--- src/rtl/im_loader.sv ---
`default_nettype none
// ============================================================================
// Module   : im_loader
// Brief    : Framed byte-stream loader that writes 32-bit words into the IM
//            and releases the CPU from reset only after a clean frame.
// Revision : 1.0  initial release
// ============================================================================
module im_loader #(
  parameter logic [31:0] BASE_ADDR = 32'h0000_3000,
  parameter int          IM_WORDS  = 4096,
  parameter logic [7:0]  SYNC_BYTE = 8'hA5
) (
  input  logic        clk,
  input  logic        reset_n,
  input  logic [7:0]  rx_data,
  input  logic        rx_valid,
  output logic        rx_ready,
  output logic        im_we,
  output logic [31:0] im_addr,
  output logic [31:0] im_wdata,
  output logic        cpu_hold,
  output logic        load_done,
  output logic        load_err
);

  localparam logic [2:0] S_IDLE  = 3'd0;
  localparam logic [2:0] S_ADDR  = 3'd1;
  localparam logic [2:0] S_CNT   = 3'd2;
  localparam logic [2:0] S_CHECK = 3'd3;
  localparam logic [2:0] S_DATA  = 3'd4;
  localparam logic [2:0] S_CSUM  = 3'd5;
  localparam logic [2:0] S_DONE  = 3'd6;
  localparam logic [2:0] S_ERR   = 3'd7;

  localparam logic [33:0] C_LIMIT = 34'(IM_WORDS) << 2;

  logic [2:0]  state_q,    state_d;
  logic [31:0] addr_q,     addr_d;
  logic [15:0] cnt_q,      cnt_d;
  logic [1:0]  idx_q,      idx_d;
  logic [23:0] word_q,     word_d;
  logic [31:0] wptr_q,     wptr_d;
  logic [15:0] left_q,     left_d;
  logic [7:0]  csum_q,     csum_d;
  logic        we_q,       we_d;
  logic [31:0] waddr_q,    waddr_d;
  logic [31:0] wdata_q,    wdata_d;
  logic        hold_q,     hold_d;
  logic        done_q,     done_d;
  logic        err_q,      err_d;

  logic        w_accept;
  logic [33:0] w_end_off;
  logic        w_range_bad;

  // Ready is a pure function of state, so the byte source never sees a loop.
  assign rx_ready = (state_q != S_CHECK) && (state_q != S_DONE);
  assign w_accept = rx_valid && rx_ready;

  // End offset of the frame in 34 bits so large counts cannot wrap past the limit.
  assign w_end_off   = ({2'b00, addr_q} - {2'b00, BASE_ADDR}) + {16'h0000, cnt_q, 2'b00};
  assign w_range_bad = (addr_q[1:0] != 2'b00) || (addr_q < BASE_ADDR) || (w_end_off > C_LIMIT);

  always_comb begin
    state_d = state_q;
    addr_d  = addr_q;
    cnt_d   = cnt_q;
    idx_d   = idx_q;
    word_d  = word_q;
    wptr_d  = wptr_q;
    left_d  = left_q;
    csum_d  = csum_q;
    we_d    = 1'b0;
    waddr_d = waddr_q;
    wdata_d = wdata_q;
    hold_d  = hold_q;
    done_d  = done_q;
    err_d   = err_q;

    case (state_q)
      S_IDLE: begin
        if (w_accept && (rx_data == SYNC_BYTE)) begin
          state_d = S_ADDR;
          idx_d   = 2'd0;
        end
      end
      S_ADDR: begin
        if (w_accept) begin
          addr_d = {addr_q[23:0], rx_data};
          idx_d  = idx_q + 2'd1;
          if (idx_q == 2'd3) begin
            state_d = S_CNT;
            idx_d   = 2'd0;
          end
        end
      end
      S_CNT: begin
        if (w_accept) begin
          cnt_d = {cnt_q[7:0], rx_data};
          idx_d = idx_q + 2'd1;
          if (idx_q == 2'd1) begin
            state_d = S_CHECK;
            idx_d   = 2'd0;
          end
        end
      end
      S_CHECK: begin
        wptr_d = addr_q;
        left_d = cnt_q;
        csum_d = 8'h00;
        if (w_range_bad) begin
          state_d = S_ERR;
          err_d   = 1'b1;
        end else if (cnt_q == 16'h0000) begin
          state_d = S_CSUM;
        end else begin
          state_d = S_DATA;
        end
      end
      S_DATA: begin
        if (w_accept) begin
          word_d = {word_q[15:0], rx_data};
          csum_d = csum_q ^ rx_data;
          idx_d  = idx_q + 2'd1;
          if (idx_q == 2'd3) begin
            we_d    = 1'b1;
            waddr_d = wptr_q;
            wdata_d = {word_q, rx_data};
            wptr_d  = wptr_q + 32'd4;
            left_d  = left_q - 16'd1;
            if (left_q == 16'd1) begin
              state_d = S_CSUM;
            end
          end
        end
      end
      S_CSUM: begin
        if (w_accept) begin
          if (rx_data == csum_q) begin
            state_d = S_DONE;
            done_d  = 1'b1;
            hold_d  = 1'b0;
          end else begin
            state_d = S_ERR;
            err_d   = 1'b1;
          end
        end
      end
      default: begin
        // DONE and ERR are terminal; ERR keeps swallowing bytes.
      end
    endcase
  end

  always_ff @(posedge clk or negedge reset_n) begin
    if (!reset_n) begin
      state_q <= S_IDLE;
      addr_q  <= 32'h0;
      cnt_q   <= 16'h0;
      idx_q   <= 2'd0;
      word_q  <= 24'h0;
      wptr_q  <= 32'h0;
      left_q  <= 16'h0;
      csum_q  <= 8'h00;
      we_q    <= 1'b0;
      waddr_q <= 32'h0;
      wdata_q <= 32'h0;
      hold_q  <= 1'b1;
      done_q  <= 1'b0;
      err_q   <= 1'b0;
    end else begin
      state_q <= state_d;
      addr_q  <= addr_d;
      cnt_q   <= cnt_d;
      idx_q   <= idx_d;
      word_q  <= word_d;
      wptr_q  <= wptr_d;
      left_q  <= left_d;
      csum_q  <= csum_d;
      we_q    <= we_d;
      waddr_q <= waddr_d;
      wdata_q <= wdata_d;
      hold_q  <= hold_d;
      done_q  <= done_d;
      err_q   <= err_d;
    end
  end

  assign im_we     = we_q;
  assign im_addr   = waddr_q;
  assign im_wdata  = wdata_q;
  assign cpu_hold  = hold_q;
  assign load_done = done_q;
  assign load_err  = err_q;

endmodule
`default_nettype wire

--- config.mk ---
export PLATFORM = sky130hd
export DESIGN_NAME = im_loader
export DESIGN_NICKNAME = d
export VERILOG_FILES = /design/src/rtl/im_loader.sv
export SDC_FILE = /design/constraint.sdc
export NUM_CORES = 1
export LEC_CHECK = 0
export CORE_MARGIN = 2
export CORE_UTILIZATION = 59
export DETAILED_ROUTE_END_ITERATION = 16
export PLACE_DENSITY = 0.87
export SLEW_MARGIN = 0
export SYNTH_ARGS = -nofsm -noshare
export SYNTH_HDL_FRONTEND = slang
export SYNTH_SLANG_ARGS = --single-unit
--- constraint.sdc ---
create_clock -name clk -period 4.1 [get_ports clk]
set_input_delay 0.82 -clock clk [delete_from_list [all_inputs] [get_ports clk]]
set_output_delay 0.82 -clock clk [all_outputs]
set_load 0.005 [all_outputs]
Word-level counts from Yosys, hierarchy flattened
Index checks and enable logic that the tools add are counted.

word-level totals
  register bits = 201
  input bits = 11
  output and inout bits = 69
  word-level logic and storage cells = 102

operators by class
  $add $sub $neg = 5
  $lt $le $gt $ge = 2
  equality and inequality tests = 23
  muxes and demuxes = 35
  bitwise gates (word level) = 1
  reduce and logical (&&, ||, !) cells = 22

operators with widths
  operator                                                                        number
  32-bit two-way mux                                                              2
  32-bit one-hot mux with 2 select lines                                          1
  33-bit by 19-bit adder with 34-bit output                                       1
  34-bit by 15-bit > comparator with 1-bit output, second input constant          1
  32-bit by 14-bit subtractor with 33-bit output, second input constant           1
  32-bit by 3-bit adder with 32-bit output, second input constant                 1
  32-bit by 14-bit less-than comparator with 1-bit output, second input constant  1
  16-bit two-way mux                                                              2
  16-bit one-hot mux with 2 select lines                                          1
  3-bit two-way mux                                                               9
  2-bit != test, second input constant                                            11
  3-bit one-hot mux with 6 select lines                                           1
  16-bit by 1-bit equality test with 1-bit output, second input constant          1
  16-bit zero test                                                                1
  8-bit one-hot mux with 2 select lines                                           1
  16-bit by 1-bit subtractor with 16-bit output, second input constant            1
  2-bit two-way mux                                                               7
  10-bit AND reduction                                                            1
  3-bit AND reduction                                                             3
  8-bit equality test                                                             1
  8-bit equality test, second input constant                                      1
  1-bit two-way mux                                                               8
  8-bit two-way mux                                                               1
  2-bit one-hot mux with 4 select lines                                           1
  19 further kinds                                                                29

Longest topological paths before layout
  depth in word-level cells = 6
  gate-level depth with buffers = 15
  mapped depth without buffers = 14

Worst setup path after synthesis
OpenSTA, ideal clock, no wires.

  kind = reg-to-reg
  start = register addr_q[12]
  end = register err_q (netlist: load_err)
  setup time = 0.131 ns
  arrival time = 3.226 ns
  data required time = 3.969 ns
  path slack = 0.743 ns
  cell stages (with the launch flop) = 15
  path buffers = 1
  period minus slack after synthesis = 3.357 ns
  path through = dfrtp_1 ha_1 clkbuf_1 xnor2_1 ha_1 a21o_1 a211oi_1 o21ai_0 o22ai_1 mux2i_1 a2111oi_0 nand4b_1 nor4_2 a21oi_1 or3_1

between the ends
  word-level cells in the longest chain between the ends = 6
  elaborated cells on any way between the ends = 8
  those cells by class = add/sub (2); order compare (2); eq/ne (1); reduce/logical (3)

RTL lines
  item                                             RTL line  text
  start: declaration                               38        logic [31:0] addr_q, addr_d;
  start signal: assignment                         173       addr_q <= addr_d;
  32-bit by 14-bit subtractor with 33-bit output   61        assign w_end_off = ({2'b00, addr_q} - {2'b00, BASE_ADDR}) + {16'h0000, cnt_q, 2'b00};
  33-bit by 19-bit adder with 34-bit output        61
  34-bit by 15-bit > comparator with 1-bit output  62        assign w_range_bad = (addr_q[1:0] != 2'b00) || (addr_q < BASE_ADDR) || (w_end_off > C_LIMIT);
  1-bit logical OR *                               62
  2-bit != test (no line) *                        n/a
  4-bit AND reduction (no line) *                  n/a
  end signal: assignment                           185       err_q <= err_d;
  end: declaration                                 50        logic err_q, err_d;

Every way passes the cells marked *; elsewhere a longest branch is shown, timed or not.
A chain may end at the register's enable or synchronous reset.

Final worst setup path
  start = register cnt_q[0]
  end = register err_q (netlist: load_err)

between the ends
  word-level cells in the longest chain between the ends = 5

RTL lines
  item                                             RTL line  text
  start: declaration                               39        logic [15:0] cnt_q, cnt_d;
  start signal: assignment                         174       cnt_q <= cnt_d;
  33-bit by 19-bit adder with 34-bit output        61
  34-bit by 15-bit > comparator with 1-bit output  62
  1-bit logical OR                                 62
  2-bit != test (no line)                          n/a
  4-bit AND reduction (no line)                    n/a

Every way passes these cells.

==> results.sh <==
export IMPL_relSlewSlack_pct=36.77
export IMPL_synth_compound_area_share_pct=15.39
export IMPL_ff2ff_setup_slack_ns=0.32
export IMPL_cts_max_path_buffers=3
export IMPL_grt_max_degree=105
export IMPL_cap_violations=0
export IMPL_outcome="finished, final reports clean"
export IMPL_p_sw_mw=4.412
export IMPL_cts_sinks=201
export IMPL_synth_area_mux_share_pct=12.01
export IMPL_synth_adder_area_share_pct=3.147
export IMPL_grt_pass1_wl_um=48730
export IMPL_ant_nets=0
export IMPL_drt_iter0_markers=1027
export IMPL_synth_xor_area_share_pct=2.091
export IMPL_synth_top_family_by_area="simple AND/OR/NAND/NOR gates"
export IMPL_ios=80
export IMPL_grt_pass1_vias=9240
export IMPL_synth_flop_cell="dfrtp_1"
export IMPL_cp_end_kind="flop"
export IMPL_netlist_area_um2=10890
export IMPL_rows=49
export IMPL_period_needed_ns=3.777
export IMPL_clock_latency_ns=0.51
export IMPL_combinationalPowerShare_pct=44.0
export IMPL_swShare_pct=41.91
export IMPL_dieArea_um2=19570
export IMPL_skew_ns=0.02694
export IMPL_initial_core_util_pct=60.43
export IMPL_io_buffers=79
export IMPL_cts_buffers=22
export IMPL_final_cells=1438
export IMPL_die_w_um=139.9
export IMPL_ys_warn_count=0
export IMPL_timing_rr_end="load_err$_DFFE_PN0P_"
export IMPL_avgViaCountPerCell=6.482
export IMPL_syn_inst=1140
export IMPL_hp_class="in -> async"
export IMPL_syn_to_final_growth_pct=16.26
export IMPL_yosysSeqAreaShare_pct=46.19
export IMPL_nets=1230
export IMPL_place_congestion=0.9513
export IMPL_synth_distinct_cells=79
export IMPL_worstPathMaxFanout=5
export IMPL_placed_cell_area_um2=11880
export IMPL_design_area_um2=12660
export IMPL_clock_root_buffer="clkbuf_16"
export IMPL_rr_startpoint="cnt_q[0]$_DFFE_PN0P_"
export IMPL_final_setup_worst_slack_ns=0.3227
export IMPL_worst_endpoint_arrival_ns=4.17
export IMPL_setup_tns_final_ns=0
export IMPL_postSynth_asyncResetShare_pct=100.0
export IMPL_die_height_um=139.9
export IMPL_htreeDepth=1
export IMPL_final_common_cell="dfrtp_1"
export IMPL_post_route_period_util_pct=92.13
export IMPL_first_pass_iters=5
export IMPL_drc=0
export IMPL_p_int_mw=6.115
export IMPL_num_vias=9321
export IMPL_vdd_drop_max_mv=0.5571
export IMPL_finalMaxSlewViolations=0
export IMPL_power_density_nw_per_um2=831.2
export IMPL_leakage_nw=5.579
export IMPL_cts_tree="done"
export IMPL_hpwl_um=18960
export IMPL_worstMarginPinSlew_ns=0.9461
export IMPL_pwr_share_seq_pct=36.1
export IMPL_setup_viol=0
export IMPL_groute_usage_overall_pct=30.38
export IMPL_rsz0062_at_grt="false"
export IMPL_path_class="reg -> reg"
export IMPL_clkTransAtPathRegs_ns=0.06
export IMPL_final_hold_viol_count=0
export IMPL_synth_nets=1177
export IMPL_place_ws_ns=0.3104
export IMPL_critPathLaunchType="flop"
export IMPL_syn_area_per_cell_um2=9.555
export IMPL_synth_edf_count=0
export IMPL_yosys_area_share_simple_pct=17.62
export IMPL_drive_above_1_share_pct=15.96
export IMPL_antenna_cells=0
export IMPL_antenna_found_initial=0
export IMPL_fp_coreArea_um2=18020
export IMPL_routed_wl_um=29640
export IMPL_pwr_share_clk_pct=20.0
export IMPL_wl_per_cell_um=20.61
export IMPL_reg2reg_depth=12
export IMPL_place_inst=1398
export IMPL_worst_ep_required_time_ns=4.49
export IMPL_fmax_mhz=264.7
export IMPL_synth_seq_cells=201
export IMPL_hold_buffers=0
export IMPL_overflow=0
export IMPL_final_cell_mix="200 x dfrtp_1, 146 x nand2_1, 110 x mux2_2"
export IMPL_timing_hold_ws_ns=0.2420
-- how the worst max path moves through the flow --
stage | start | endpoint | slack [ns]
5_1_grt | addr_q[13]$_DFFE_PN0P_ | load_err$_DFFE_PN0P_ | 0.01
4_1_cts | addr_q[13]$_DFFE_PN0P_ | load_err$_DFFE_PN0P_ | 0.30
3_5_place_dp | addr_q[13]$_DFFE_PN0P_ | load_err$_DFFE_PN0P_ | 0.31
6_report | cnt_q[0]$_DFFE_PN0P_ | load_err$_DFFE_PN0P_ | 0.32
2_1_floorplan | addr_q[12]$_DFFE_PN0P_ | load_err$_DFFE_PN0P_ | 0.74
3_3_place_gp | addr_q[13]$_DFFE_PN0P_ | load_err$_DFFE_PN0P_ | 0.49
-- cell usage after synthesis (all sizes together), types with 3 or more instances --
master	n	area, um^2
a211oi	7	52.55
a21boi	3	22.52
a21o	3	22.52
a21oi	89	445.4
a22oi	12	90.09
a311oi	3	26.28
a31oi	10	62.56
and2	7	43.80
and3	15	93.84
buf	6	40.04
clkbuf	65	245.2
dfrtp	200	5005
ha	25	312.8
inv	27	101.4
mux2	110	1239
mux2i	7	70.07
nand2	147	551.8
nand2b	11	68.82
nand3	31	155.2
nand3b	10	75.07
nand4	11	68.82
nor2	91	341.6
nor3	23	125.1
nor4	22	165.2
o211a	5	50.05
o211ai	4	30.03
o21ai	83	419.2
o21bai	3	22.52
o22ai	13	81.33
o31a	3	26.28
o31ai	6	50.05
o41ai	3	33.79
or2	4	25.02
or3	8	50.05
or4	3	30.03
xnor2	18	157.7
xor2	8	70.07
-- power groups by stage --
stage	Combinational [mW]	Clock, mW	Sequential (mW)
global route	5.09	2.19	3.90
global placement	4.32	0	3.70
finish	4.63	2.10	3.80
floorplan	3.43	0	3.29
detailed placement	4.44	0	3.75
CTS	4.55	2.11	3.75
-- stage by stage --
step	utilization (%)	total power, mW
after global placement	65.92	8.024
final	70.26	10.53
after floorplan	-	6.726
after global routing	70.26	11.18
after CTS	70.21	10.41
after detailed placement	65.92	8.191
-- metal layers --
metal | part of all wire (%) | track usage [%] | vias up | wire length (um)
met5 | 0 | 0 | - | 0
met4 | 2.8 | 9.053 | 0 | 829
met3 | 8.3 | 4.852 | 76 | 2450
met2 | 47 | 48.24 | 469 | 13870
met1 | 42 | 43.51 | 4560 | 12490
li1 | - | - | 4216 | -
-- cell families (layout without fill, tap and decap cells) --
| kind of cell | count (synthesis) | after routing |
|---|---|---|
| xor+xnor | 26 | 26 |
| simple gates | 397 | 397 |
| flops | 201 | 201 |
| buf+inv | 98 | 167 |
| compound gates | 274 | 274 |
| fa+ha+maj | 27 | 27 |
| mux | 117 | 117 |
-- sequential cells by signal (all words and copies together), names as in the netlist, 3 cells and up --
| name | count |
|---|---|
| wptr_q | 32 |
| im_wdata | 32 |
| cnt_q | 16 |
| state_q | 3 |
| im_addr | 32 |
| left_q | 16 |
| addr_q | 32 |
| word_q | 24 |
| csum_q | 8 |
-- timing repair --
action	CTS	global route
setup buffers	0	0
resized for setup	0	2
endpoints found under the setup margin	0	2
-- area by class of cell --
| class | instances | area [um^2] |
|---|---|---|
| fill | 1253 | 5360 |
| clock inverter | 14 | 187.7 |
| sequential | 201 | 5031 |
| timing repair buffer | 100 | 977.2 |
| clock buffer | 26 | 585.6 |
| multi-input combinational | 841 | 5495 |
| tap | 229 | 286.5 |
| inverter | 27 | 101.3 |
-- critical path: stages (launching register included) --
cell	delay, ns
dfrtp_1	0.44
ha_1	0.24
fa_1	0.42
a21oi_1	0.18
o221ai_1	0.30
a21oi_1	0.34
xor2_1	0.19
o2111ai_1	0.14
o31ai_1	0.32
nand4b_1	0.18
nor4_2	0.40
a21oi_1	0.14
or3_1	0.36
No activity file was read; power rests on OpenSTA's default activity.
